[src/rtl/fetch_pkg.sv]
// Shared types and constants for the instruction fetch unit and its queue.
package fetch_pkg;

  localparam int ADDR_W  = 64;
  localparam int INSTR_W = 32;
  localparam int CNT_W   = 4;

  localparam logic [ADDR_W-1:0] PC_INCR = 64'd4;

  typedef enum logic {
    WAIT,
    STALL
  } fetch_state_t;

  typedef struct packed {
    logic [ADDR_W-1:0]  pc;
    logic [INSTR_W-1:0] instr;
  } fetch_entry_t;

endpackage

[src/rtl/fetch_queue.sv]
// Two-entry FIFO of fetched {pc, instr} pairs; entry0 is always the head so
// the outputs come straight from registers.
module fetch_queue
  import fetch_pkg::*;
(
  input  logic         clk,
  input  logic         reset,
  input  logic         push,
  input  logic         pop,
  input  logic         flush,
  input  fetch_entry_t push_entry,
  output fetch_entry_t head,
  output logic [1:0]   count,
  output logic         valid
);

  fetch_entry_t entry0;
  fetch_entry_t entry1;
  logic         do_push;
  logic         do_pop;

  always_comb begin
    do_pop  = pop && (count != 2'd0);
    do_push = push && ((count != 2'd2) || do_pop);
  end

  always_ff @(posedge clk) begin
    if (reset) begin
      count  <= 2'd0;
      entry0 <= '0;
      entry1 <= '0;
    end else if (flush) begin
      count <= 2'd0;
    end else begin
      case ({do_push, do_pop})
        2'b10: begin
          if (count == 2'd0) entry0 <= push_entry;
          else               entry1 <= push_entry;
          count <= count + 2'd1;
        end
        2'b01: begin
          entry0 <= entry1;
          count  <= count - 2'd1;
        end
        2'b11: begin
          // Count is unchanged; the new word lands behind whatever remains.
          if (count == 2'd1) begin
            entry0 <= push_entry;
          end else begin
            entry0 <= entry1;
            entry1 <= push_entry;
          end
        end
        default: ;
      endcase
    end
  end

  assign head  = entry0;
  assign valid = (count != 2'd0);

endmodule

[src/rtl/instruction_fetch_unit.sv]
// Fetch PC, read-wait timer and capture FSM driving instruction memory.
//   state | meaning
//   WAIT  | Address presented, timer counting down to the capture edge
//   STALL | word ready but queue full; Address and timer held until room
module instruction_fetch_unit
  import fetch_pkg::*;
#(
  parameter logic [63:0] RESET_PC = 64'h0,
  parameter int          RD_WAIT  = 2
) (
  input  logic        CLK,
  input  logic        Reset,
  output logic [63:0] Address,
  input  logic [31:0] Data,
  output logic [31:0] Instr,
  output logic [63:0] InstrPC,
  output logic        InstrValid,
  input  logic        InstrReady,
  input  logic        BranchTaken,
  input  logic [63:0] BranchTarget
);

  localparam logic [CNT_W-1:0] WAIT_RELOAD = CNT_W'(RD_WAIT - 1);
  localparam logic [CNT_W-1:0] CNT_ONE     = CNT_W'(1);

  fetch_state_t      state, state_next;
  logic [ADDR_W-1:0] pc, pc_next;
  logic [CNT_W-1:0]  wait_cnt, wait_cnt_next;

  fetch_entry_t push_entry;
  fetch_entry_t head;
  logic [1:0]   q_count;
  logic         q_valid;
  logic         pop;
  logic         push;
  logic         push_ok;
  logic         capture;

  assign pop        = q_valid && InstrReady;
  assign push_entry = '{pc: pc, instr: Data};

  always_comb begin
    state_next    = state;
    pc_next       = pc;
    wait_cnt_next = wait_cnt;
    capture       = (state == STALL) || (wait_cnt == '0);
    push_ok       = (q_count < 2'd2) || pop;
    push          = capture && push_ok && !BranchTaken;

    if (BranchTaken) begin
      pc_next       = BranchTarget & ~64'd3;
      wait_cnt_next = WAIT_RELOAD;
      state_next    = WAIT;
    end else begin
      case (state)
        WAIT: begin
          if (wait_cnt != '0) begin
            wait_cnt_next = wait_cnt - CNT_ONE;
          end else if (push_ok) begin
            pc_next       = pc + PC_INCR;
            wait_cnt_next = WAIT_RELOAD;
          end else begin
            state_next = STALL;
          end
        end
        STALL: begin
          if (push_ok) begin
            pc_next       = pc + PC_INCR;
            wait_cnt_next = WAIT_RELOAD;
            state_next    = WAIT;
          end
        end
        default: state_next = WAIT;
      endcase
    end
  end

  always_ff @(posedge CLK) begin
    if (Reset) begin
      state    <= WAIT;
      pc       <= RESET_PC;
      wait_cnt <= WAIT_RELOAD;
    end else begin
      state    <= state_next;
      pc       <= pc_next;
      wait_cnt <= wait_cnt_next;
    end
  end

  // A redirect flushes the queue and suppresses any push or pop that cycle.
  fetch_queue u_queue (
    .clk        (CLK),
    .reset      (Reset),
    .push       (push),
    .pop        (pop),
    .flush      (BranchTaken),
    .push_entry (push_entry),
    .head       (head),
    .count      (q_count),
    .valid      (q_valid)
  );

  assign Address    = pc;
  assign Instr      = head.instr;
  assign InstrPC    = head.pc;
  assign InstrValid = q_valid;

endmodule

[config.mk]
export PLATFORM = sky130hd
export DESIGN_NAME = instruction_fetch_unit
export DESIGN_NICKNAME = d
export VERILOG_FILES = /design/src/rtl/fetch_pkg.sv /design/src/rtl/fetch_queue.sv /design/src/rtl/instruction_fetch_unit.sv
export SDC_FILE = /design/constraint.sdc
export NUM_CORES = 1
export LEC_CHECK = 0
export ABC_AREA = 1
export CAP_MARGIN = 30
export CORE_MARGIN = 5
export CORE_UTILIZATION = 48
export CTS_CLUSTER_DIAMETER = 50
export CTS_CLUSTER_SIZE = 12
export DETAILED_ROUTE_END_ITERATION = 6
export MAX_ROUTING_LAYER = met4
export PLACE_DENSITY = 0.77
export SLEW_MARGIN = 20
export SYNTH_ARGS = -nofsm -noshare
export SYNTH_HDL_FRONTEND = slang
export SYNTH_HIERARCHICAL = 1
export SYNTH_SLANG_ARGS = --single-unit
[constraint.sdc]
create_clock -name CLK -period 2.2 [get_ports CLK]
set_input_delay 0.44 -clock CLK [delete_from_list [all_inputs] [get_ports CLK]]
set_output_delay 0.44 -clock CLK [all_outputs]
set_load 0.02 [all_outputs]
==> out/metrics.cfg, run 1 <==
[floorplan]
dieHeight_um=179.3
core_mm2=0.02847
die_w_um=179.3
row_count=62
io_pins=261
initial_core_util=0.4833
dieArea_mm2=0.03215

[final_layout]
nFillCells=2494
layout-drive-gt1-share=0.1117
nets=2556
final_core_util=0.6555
final_cells=2856
synthToLayoutAreaGrowth_pct=35.64

[global_route]
grt_pass1_vias=14380
grt.total_usage=0.3008
antenna_found_initial=2
grt_start_max_net_pins=103
grt_pass1_wl_um=76160
grt.overflow.total=0

[setup_path]
critPathLaunchType=flip-flop
arrival_ns=1.74
slowest_delay_ns=0.70
cp_max_fo=5
end_kind=primary output
critPathBufInv=1
cp_top_family=buffers and inverters
path_class=flip-flop to primary output
slowest_stage=clkdlybuf4s50_1
cp_cell_sequence=clkdlybuf4s50_1
crit_required_ns=1.76

[flow_run]
cap_viol_max_count=0

[synthesis]
syn_avg_cell_area_um2=6.347
synth_cell_types=43
synth_area_leaders=dfxtp_1 (38%), nand2_1 (14%), nor2_1 (14%), nand3_1 (9.1%), inv_1 (4.2%)
yosysWarningCount=6
ys_ff_latch=261
synth_ff_type=dfxtp_1
synth-edff-count=0
ys_seq_area_frac=0.3797
synthTopCellsByCount=nand2_1 (516), nor2_1 (497), dfxtp_1 (261)
yosysTopAreaCell=dfxtp_1
synth.most_common_cell=nand2_1
async_reset_ff_frac=0
netlist.area_leader.share=0.3797
synthesis.area_mm2=0.01376
synthCells=2168

[power_and_ir_drop]
seqPwrFrac=0.424
switching_share=0.2739
p_int_w=0.008780
power_density_mw_per_mm2=647.9
power.leakage_nw=8.238
pwr-share-comb=0.148
ir_drop_v=0.0005826
clkPwrFrac=0.429
netSwitchingPower_w=0.003311

[outcome]
outcome=completed

[detailed_routing]
vias=15170
routed_wl_um=49400
dr.pass1.iters=5
drc=0
vias_per_cell=5.313
wl_per_cell_um=17.30
drt-initial-drc-count=1588
postRouteAntennaNets=0

[timing]
fmax_mhz=458.3
tns_ns=0
finClkSkew_ns=0.01337
drv_slew=0
period_share=0.9917
finalSetupViolCount=0
min_period_ns=2.182
finalHoldViolations=0

[clock_network]
cts_root_buf=clkbuf_16
worstSkewPairLatency_ns=0.57
cts_tree=built
htree_levels=1
cts.sinks=261
cts.clk_slew.worst_paths_ns=0.06
postCtsHoldBufs=0
cts_buffer_depth=3
cts_buffers=31

[place]
portBuffers=256
hpwlAfterDp_um=34230
placedCellCount=2790
gp_congestion=0.9664

[min_path]
min_path_type=input pin to flip-flop

==> registers in the layout, indices dropped and copies added, names as in the netlist <==
name and cells:
u_queue/entry1 96, u_queue/head 96, Address 62, wait_cnt 4, u_queue/count 2, state 1
==> cell type report <==
cell class	count	area (µm²)	share of cell area
antenna	2	5.005	0.0002682
clock buffer	37	838.3	0.04492
clock inverter	15	188.9	0.01012
inverter	162	615.6	0.03298
multi-input combinational	1621	7423	0.3978
sequential	261	5251	0.2814
tap	384	480.5	0.02574
timing repair buffer	374	3860	0.2068
==> power groups by stage <==
stage	Combinational (W)	Sequential, W	Clock (W)
after global placement	0.00171	0.00521	0
after detailed placement	0.00174	0.00522	0
final	0.00178	0.00512	0.00518
after global routing	0.00194	0.00514	0.00544
after floorplan	0.000755	0.00534	0
after CTS	0.00174	0.00512	0.00521
==> cell usage in the layout (no fill, tap or decap), types with 15 or more instances in the layout <==
master and n:
inv_1 148, nor3_1 15, clkbuf_16 34, nor2_1 495, dfxtp_2 21, xnor2_1 20, clkdlybuf4s50_1 224, buf_4 82
nand2_2 19, buf_12 26, nand4_1 17, a21oi_1 50, o21ai_0 104, nor2_2 19, dfxtp_1 240, nand2_1 512
nand3_1 248, dlygate4sd2_1 15, a22oi_1 30
==> logic make-up (layout without fill, tap and decap cells) <==
| family | Yosys count | count (layout) | share of synthesized area |
|---|---|---|---|
| and+or+nand+nor | 1359 | 1359 | 0.4167 |
| adders and majority gates | 5 | 5 | 0.004547 |
| other | 1 | 8 | 0.0002725 |
| AOI/OAI and AO/OA | 219 | 219 | 0.08993 |
| xor gates and xnor gates | 32 | 32 | 0.02037 |
| DFF | 261 | 261 | 0.3797 |
| buffers and inverters | 291 | 588 | 0.08848 |
==> per-layer routing <==
| metal | GRT usage | share of wire | vias to the layer above |
|---|---|---|---|
| met5 | - | 0 | - |
| met1 | 0.3816 | 0.41 | 6968 |
| met4 | 0.1111 | 0.039 | 0 |
| met2 | 0.4939 | 0.47 | 655 |
| li1 | - | - | 7424 |
| met3 | 0.03817 | 0.080 | 126 |
==> stage by stage <==
step	hold slack [ns]	area [µm²]	worst slack, ns	total power, W
3_5_place_dp	0.4720	17370	-0.2761	0.006953
4_1_cts	0.2328	18400	0.0002031	0.01207
5_1_grt	0.2383	18660	-0.02784	0.01252
3_3_place_gp	0.4616	17370	-0.2229	0.006921
2_1_floorplan	0.4514	13890	-0.007280	0.006097
6_report	0.2367	18660	0.01823	0.01209
==> worst paths after layout <==
check             slack (ns)  depth (start not counted)          startpoint                  to
setup / recovery        0.02                          1         Address[54]         Address[54]
hold / removal          0.24                          2               Reset         Address[16]
setup reg to reg        0.09                         13    u_queue/count[0]    u_queue/head[90]
hold reg to reg         0.47                          2  u_queue/entry1[64]  u_queue/entry1[64]
==> repair_timing <==
action | 4_1_cts | 5_1_grt
setup endpoints to repair | 38 | 207
hold endpoints to repair | 0 | 0
gates resized for setup | 37 | 37
buffers inserted | 0 | 7
cloned | 0 | 5
pin swaps | 1 | 12
Note: power is estimated with default switching activity, not from simulation.
==> run 2, diff against run 1 <==
--- a/config.mk
+++ b/config.mk
@@ -20,2 +20,3 @@
 export SYNTH_HIERARCHICAL = 1
 export SYNTH_SLANG_ARGS = --single-unit
+export TNS_END_PERCENT = 20
==> constraint.sdc (replaced) <==
create_clock -name CLK -period 2.2 [get_ports CLK]
set_input_delay 0.33 -clock CLK [delete_from_list [all_inputs] [get_ports CLK]]
set_output_delay 0.33 -clock CLK [all_outputs]
set_load 0.02 [all_outputs]
==> out/metrics.cfg, run 2 (synthesized netlist as in run 1, its figures left out) <==
[outcome]
outcome=complete, but fails checks
violations=setup timing

[setup_path]
crit_path_start=u_queue/count[1]
arrival_ns=2.64  ; +0.90 ns
r2r_start=u_queue/count[1]
end_kind=flip-flop
cp_max_fo=8  ; +3
path_class=flip-flop to flip-flop
crit_required_ns=2.63  ; +0.87 ns
critPathLaunchType=flip-flop

[clock_network]
worstSkewPairLatency_ns=0.51  ; -0.06 ns
cts.sinks=261  ; unchanged
cts_tree=built
cts_buffers=35  ; +13%
cts.clk_slew.worst_paths_ns=0.06  ; about the same
htree_levels=2  ; +1
postCtsHoldBufs=0  ; unchanged
cts_root_buf=clkbuf_16
cts_buffer_depth=3  ; unchanged

[timing]
rsz0062_at_grt=yes
finClkSkew_ns=0.02898  ; +0.01561 ns
finalHoldViolations=0  ; unchanged
slew_headroom=0.5472
drv_slew=0  ; unchanged
min_period_ns=2.205  ; +0.02359 ns
fmax_mhz=453.4  ; -1.1%
finalSetupViolCount=1  ; +1
tightest_slew_ns=0.6792
setup_ws_ns=-0.005355  ; -0.02359 ns
period_share=1.002  ; +0.01072

[final_layout]
layout-drive-gt1-share=0.1140  ; +0.002270
nets=2577  ; +0.82%
final_common_cell=nand2_1
final_cells=2878  ; +0.77%
stdcell_area_mm2=0.01906  ; +2.1%
multi_input_area_mm2=0.007456  ; +0.44%
ff_latch_area_mm2=0.005233  ; -0.36%
synthToLayoutAreaGrowth_pct=38.51
nFillCells=2442  ; -2.1%
layout_common_cells=nand2_1 (509), nor2_1 (493), dfxtp_1 (257), clkdlybuf4s50_1 (253), nand3_1 (248)

[floorplan]
io_pins=261  ; unchanged
row_count=62  ; unchanged
core_mm2=0.02847  ; unchanged
dieArea_mm2=0.03215  ; unchanged
dieHeight_um=179.3  ; unchanged
die_w_um=179.3  ; unchanged
initial_core_util=0.4833  ; unchanged

[min_path]
worstHoldStart=BranchTaken
min_path_type=input pin to flip-flop

[global_route]
grt.total_usage=0.3069  ; +0.006063
grt_pass1_wl_um=77150  ; +1.3%
antenna_found_initial=3  ; +1
grt.overflow.total=0  ; unchanged
grt_start_max_net_pins=59  ; -43%
grt_pass1_vias=14520  ; +0.94%

[detailed_routing]
dr.pass1.iters=7  ; +2
vias_per_cell=5.444  ; +2.5%
drc=0  ; unchanged
routed_wl_um=51940  ; +5.2%
wl_per_cell_um=18.05  ; +4.3%
postRouteAntennaNets=0  ; unchanged
vias=15670  ; +3.3%
drt-initial-drc-count=1494  ; -5.9%

[place]
hpwlAfterDp_um=34230  ; about the same
dpl-instance-area_mm2=0.01735  ; about the same
portBuffers=256  ; unchanged
placedCellCount=2791  ; +0.036%
gp_congestion=0.9696  ; +0.33%

[power_and_ir_drop]
power.leakage_nw=8.146  ; -1.1%
power_density_mw_per_mm2=659.7  ; +1.8%
power_w=0.01257  ; +4.0%
ir_drop_v=0.0004327  ; -26%

[flow_run]
cap_viol_max_count=0  ; unchanged

[run 2: final timing paths]
| path | endpoint | slack, ns | cells after the start |
|---|---|---|---|
| worst min register to register | u_queue/entry1[59] | 0.47 | 2 |
| worst min-delay path | Address[7] | 0.24 | 3 |
| worst max-delay path | u_queue/entry1[62] | -0.005 | 15 |
| worst max register to register | u_queue/entry1[62] | -0.005 | 15 |
[run 2: metrics by stage]
step	worst slack (ns)	hold WS, ns	utilization	setup TNS, ns
after floorplan	-0.01319	0.4514	-	-0.6575
after global placement	-0.06080	0.4630	0.6095	-5.073
after detailed placement	-0.1184	0.4719	0.6095	-11.07
after CTS	0.007420	0.2318	0.6528	0
after global routing	-0.06734	0.2499	0.6694	-2.682
final	-0.005355	0.2421	0.6694	-0.005355
[run 2: cell type report]
type | count | share of cell area
inverters | 162 | 0.03263
diodes | 3 | 0.0003939
multi-input cells | 1621 | 0.3912
flip-flops and latches | 261 | 0.2746
clock inverters | 13 | 0.007878
well taps | 384 | 0.02521
clock buffers | 43 | 0.05068
repair buffers | 391 | 0.2174
[run 2: layer usage]
metal	global-route usage	vias up	part of all wire
met3	0.04049	141	0.084
li1	-	7492	-
met4	0.1171	0	0.040
met2	0.5020	775	0.48
met5	-	-	0
met1	0.3883	7261	0.40
[run 2: timing repair]
action	4_1_cts	5_1_grt
gates cloned	2	12
resized for setup	10	31
setup endpoints to repair	105	198
pin swaps	3	20
setup buffers	2	12
[run 2: critical path, stage by stage, from the launching register on]
cell,delay [ns]
dfxtp_4,0.37
inv_4,0.05
ha_4,0.16
clkinv_4,0.06
nand2_2,0.06
inv_2,0.07
o21ai_4,0.07
nor2_4,0.21
nand3_2,0.15
nand2_4,0.13
nand2_4,0.06
nor2_4,0.19
buf_12,0.21
clkbuf_16,0.18
nor2_1,0.04
nor2_1,0.10
[run 2: power breakdown]
part           internal (W)  leakage, nW  switching (W)
Combinational      0.000849         5.48        0.00105
Sequential          0.00492         2.13       0.000178
Clock               0.00336        0.537        0.00221
==> run 3, diff against run 2 <==
- SETUP_SLACK_MARGIN: not set -> 0.3
==> out/metrics.cfg, run 3 (synthesized netlist as in run 1, its figures left out) <==
[detailed_routing]
postRouteAntennaNets=0  ; unchanged
vias=17640  ; +13%
dr.pass1.iters=7  ; unchanged
wl_per_cell_um=23.06  ; +28%
drc=0  ; unchanged
vias_per_cell=5.999  ; +10%
routed_wl_um=67810  ; +31%
drt-initial-drc-count=2204  ; +48%

[setup_path]
r2r_slack_ns=-0.38  ; -0.37 ns
critPathLaunchType=flip-flop
reg2reg_depth=17  ; +2
cp_max_fo=10  ; +2
path_class=flip-flop to flip-flop
arrival_ns=3.01  ; +0.37 ns
rr_endpoint=u_queue/entry1[46]
r2r_start=u_queue/count[1]
end_kind=flip-flop
crit_required_ns=2.63  ; about the same

[global_route]
grt_start_max_net_pins=55  ; -6.8%
grt.overflow.total=0  ; unchanged
grt.total_usage=0.3524  ; +0.04552
grt_pass1_vias=15910  ; +9.6%
grt_pass1_wl_um=87180  ; +13%
antenna_found_initial=2  ; -1

[clock_network]
htree_levels=1  ; -1
cts_tree=built
cts.clk_slew.worst_paths_ns=0.07  ; about the same
postCtsHoldBufs=0  ; unchanged
cts_root_buf=clkbuf_16
worstSkewPairLatency_ns=0.58  ; +0.07 ns
cts.sinks=261  ; unchanged
cts_buffers=30  ; -14%
cts_buffer_depth=3  ; unchanged

[power_and_ir_drop]
power.leakage_nw=9.818  ; +21%
power_density_mw_per_mm2=605.4  ; -8.2%
ir_drop_v=0.0006218  ; +44%

[final_layout]
final_common_cell=nand2_1
nets=2644  ; +2.6%
layout_common_cells=nand2_1 (476), nor2_1 (407), dfxtp_1 (237), nand3_1 (193), clkdlybuf4s50_1 (181)
multi_input_area_mm2=0.008262  ; +11%
stdcell_area_mm2=0.02136  ; +12%
final_cells=2941  ; +2.2%
ff_latch_area_mm2=0.005255  ; +0.43%
synthToLayoutAreaGrowth_pct=55.23
layout-drive-gt1-share=0.2153  ; +0.1013
nFillCells=1899  ; -22%

[timing]
tightest_slew_ns=0.5988  ; -0.08039 ns
setup_ws_ns=-0.3755  ; -0.3702 ns
min_period_ns=2.576  ; +0.3702 ns
fmax_mhz=388.3  ; -14%
drv_slew=0  ; unchanged
finalSetupViolCount=200  ; +199
period_share=1.171  ; +0.1683
slew_headroom=0.5993  ; +0.05212
tns_ns=-39.71  ; -39.71 ns
finClkSkew_ns=0.01926  ; -0.009723 ns
rsz0062_at_grt=yes
finalHoldViolations=0  ; unchanged

[place]
place_ws_ns=-0.1901  ; -0.07171 ns
placedCellCount=2791  ; unchanged
dpl-instance-area_mm2=0.01730  ; -0.29%
portBuffers=256  ; unchanged
gp_congestion=0.9651  ; -0.46%
hpwlAfterDp_um=34790  ; +1.6%

[floorplan]
dieHeight_um=179.3  ; unchanged
initial_core_util=0.4833  ; unchanged
io_pins=261  ; unchanged
die_w_um=179.3  ; unchanged
core_mm2=0.02847  ; unchanged
row_count=62  ; unchanged
dieArea_mm2=0.03215  ; unchanged

[min_path]
min_path_type=input pin to flip-flop
min_to=u_queue/entry1[33]
hold_depth=4  ; +1
worstHoldStart=Reset

[outcome]
violations=setup timing
outcome=complete, but fails checks

[flow_run]
cap_viol_max_count=0  ; unchanged

==> run 3: changes by cell type in the layout (fill, tap and decap cells not counted), moves of 21 or more <==
cell             previous run  this run
nor2_2                     20        84
dlymetal6s2s_1              0        59
clkdlybuf4s50_1           253       181
nand2_2                    21        50
dfxtp_2                     3        24
nand3_1                   248       193
nand3_2                     4        51
buf_12                     22        48
nor2_4                     14        36
nand2_1                   509       476
nor2_1                    493       407
==> run 3: what timing repair did <==
item	CTS	global route
gates resized for setup	140	283
buffers inserted	39	20
pin swaps	39	66
endpoints found under the setup margin	311	315
cloned	26	15
==> run 3: critical path, stage by stage, from the launching register on <==
cell and delay [ns]:
dfxtp_2 0.33, inv_2 0.10, ha_4 0.16, inv_6 0.05
nand2_4 0.06, inv_4 0.05, o21ai_4 0.19, nor2_4 0.08
buf_12 0.15, buf_12 0.12, nand2_8 0.07, nand2_4 0.07
nand2_4 0.07, nor2_4 0.05, buf_8 0.15, buf_16 0.15
nor2_1 0.46, nor2_2 0.11
==> run 3: cell type report <==
class                   instances  area share
repair buffers                463      0.2665
multi-input cells            1621      0.3868
well taps                     384     0.02249
clock buffers                  35     0.03796
clock inverters                13     0.01066
diodes                          2   0.0002343
flip-flops and latches        261      0.2460
inverters                     162     0.02935
==> run 3: worst max-delay path by stage <==
| stage | startpoint | endpoint | depth (start not counted) |
|---|---|---|---|
| after floorplan | u_queue/count[1] | u_queue/head[36] | 15 |
| final | u_queue/count[1] | u_queue/entry1[46] | 17 |
| after detailed placement | InstrReady | u_queue/entry1[66] | 13 |
| after global placement | InstrReady | u_queue/entry1[4] | 13 |
| after CTS | Address[40] | Address[40] | 2 |
| after global routing | u_queue/count[1] | u_queue/entry1[46] | 17 |
==> run 3: report_power, final <==
group          leakage [nW]  switching (W)  total, W  internal, W
Sequential             2.13       0.000202   0.00513      0.00493
Combinational          7.18        0.00133   0.00238      0.00105
Clock                 0.510        0.00212   0.00542      0.00330
==> run 3: per-stage QoR <==
stage / util / total power (W) / hold slack [ns]
final: 0.7502 / 0.01293 / 0.2620
after detailed placement: 0.6078 / 0.006954 / 0.4716
after global routing: 0.7502 / 0.01324 / 0.2833
after CTS: 0.6983 / 0.01254 / 0.2416
after global placement: 0.6078 / 0.006928 / 0.4627
after floorplan: - / 0.006099 / 0.4514
==> run 3: layer usage <==
| layer | track usage | up-vias | wire [µm] |
|---|---|---|---|
| met5 | - | - | 0 |
| met4 | 0.1777 | 0 | 6183 |
| met3 | 0.05567 | 509 | 8388 |
| met2 | 0.5619 | 1448 | 30340 |
| met1 | 0.4343 | 8054 | 22890 |
| li1 | - | 7633 | - |
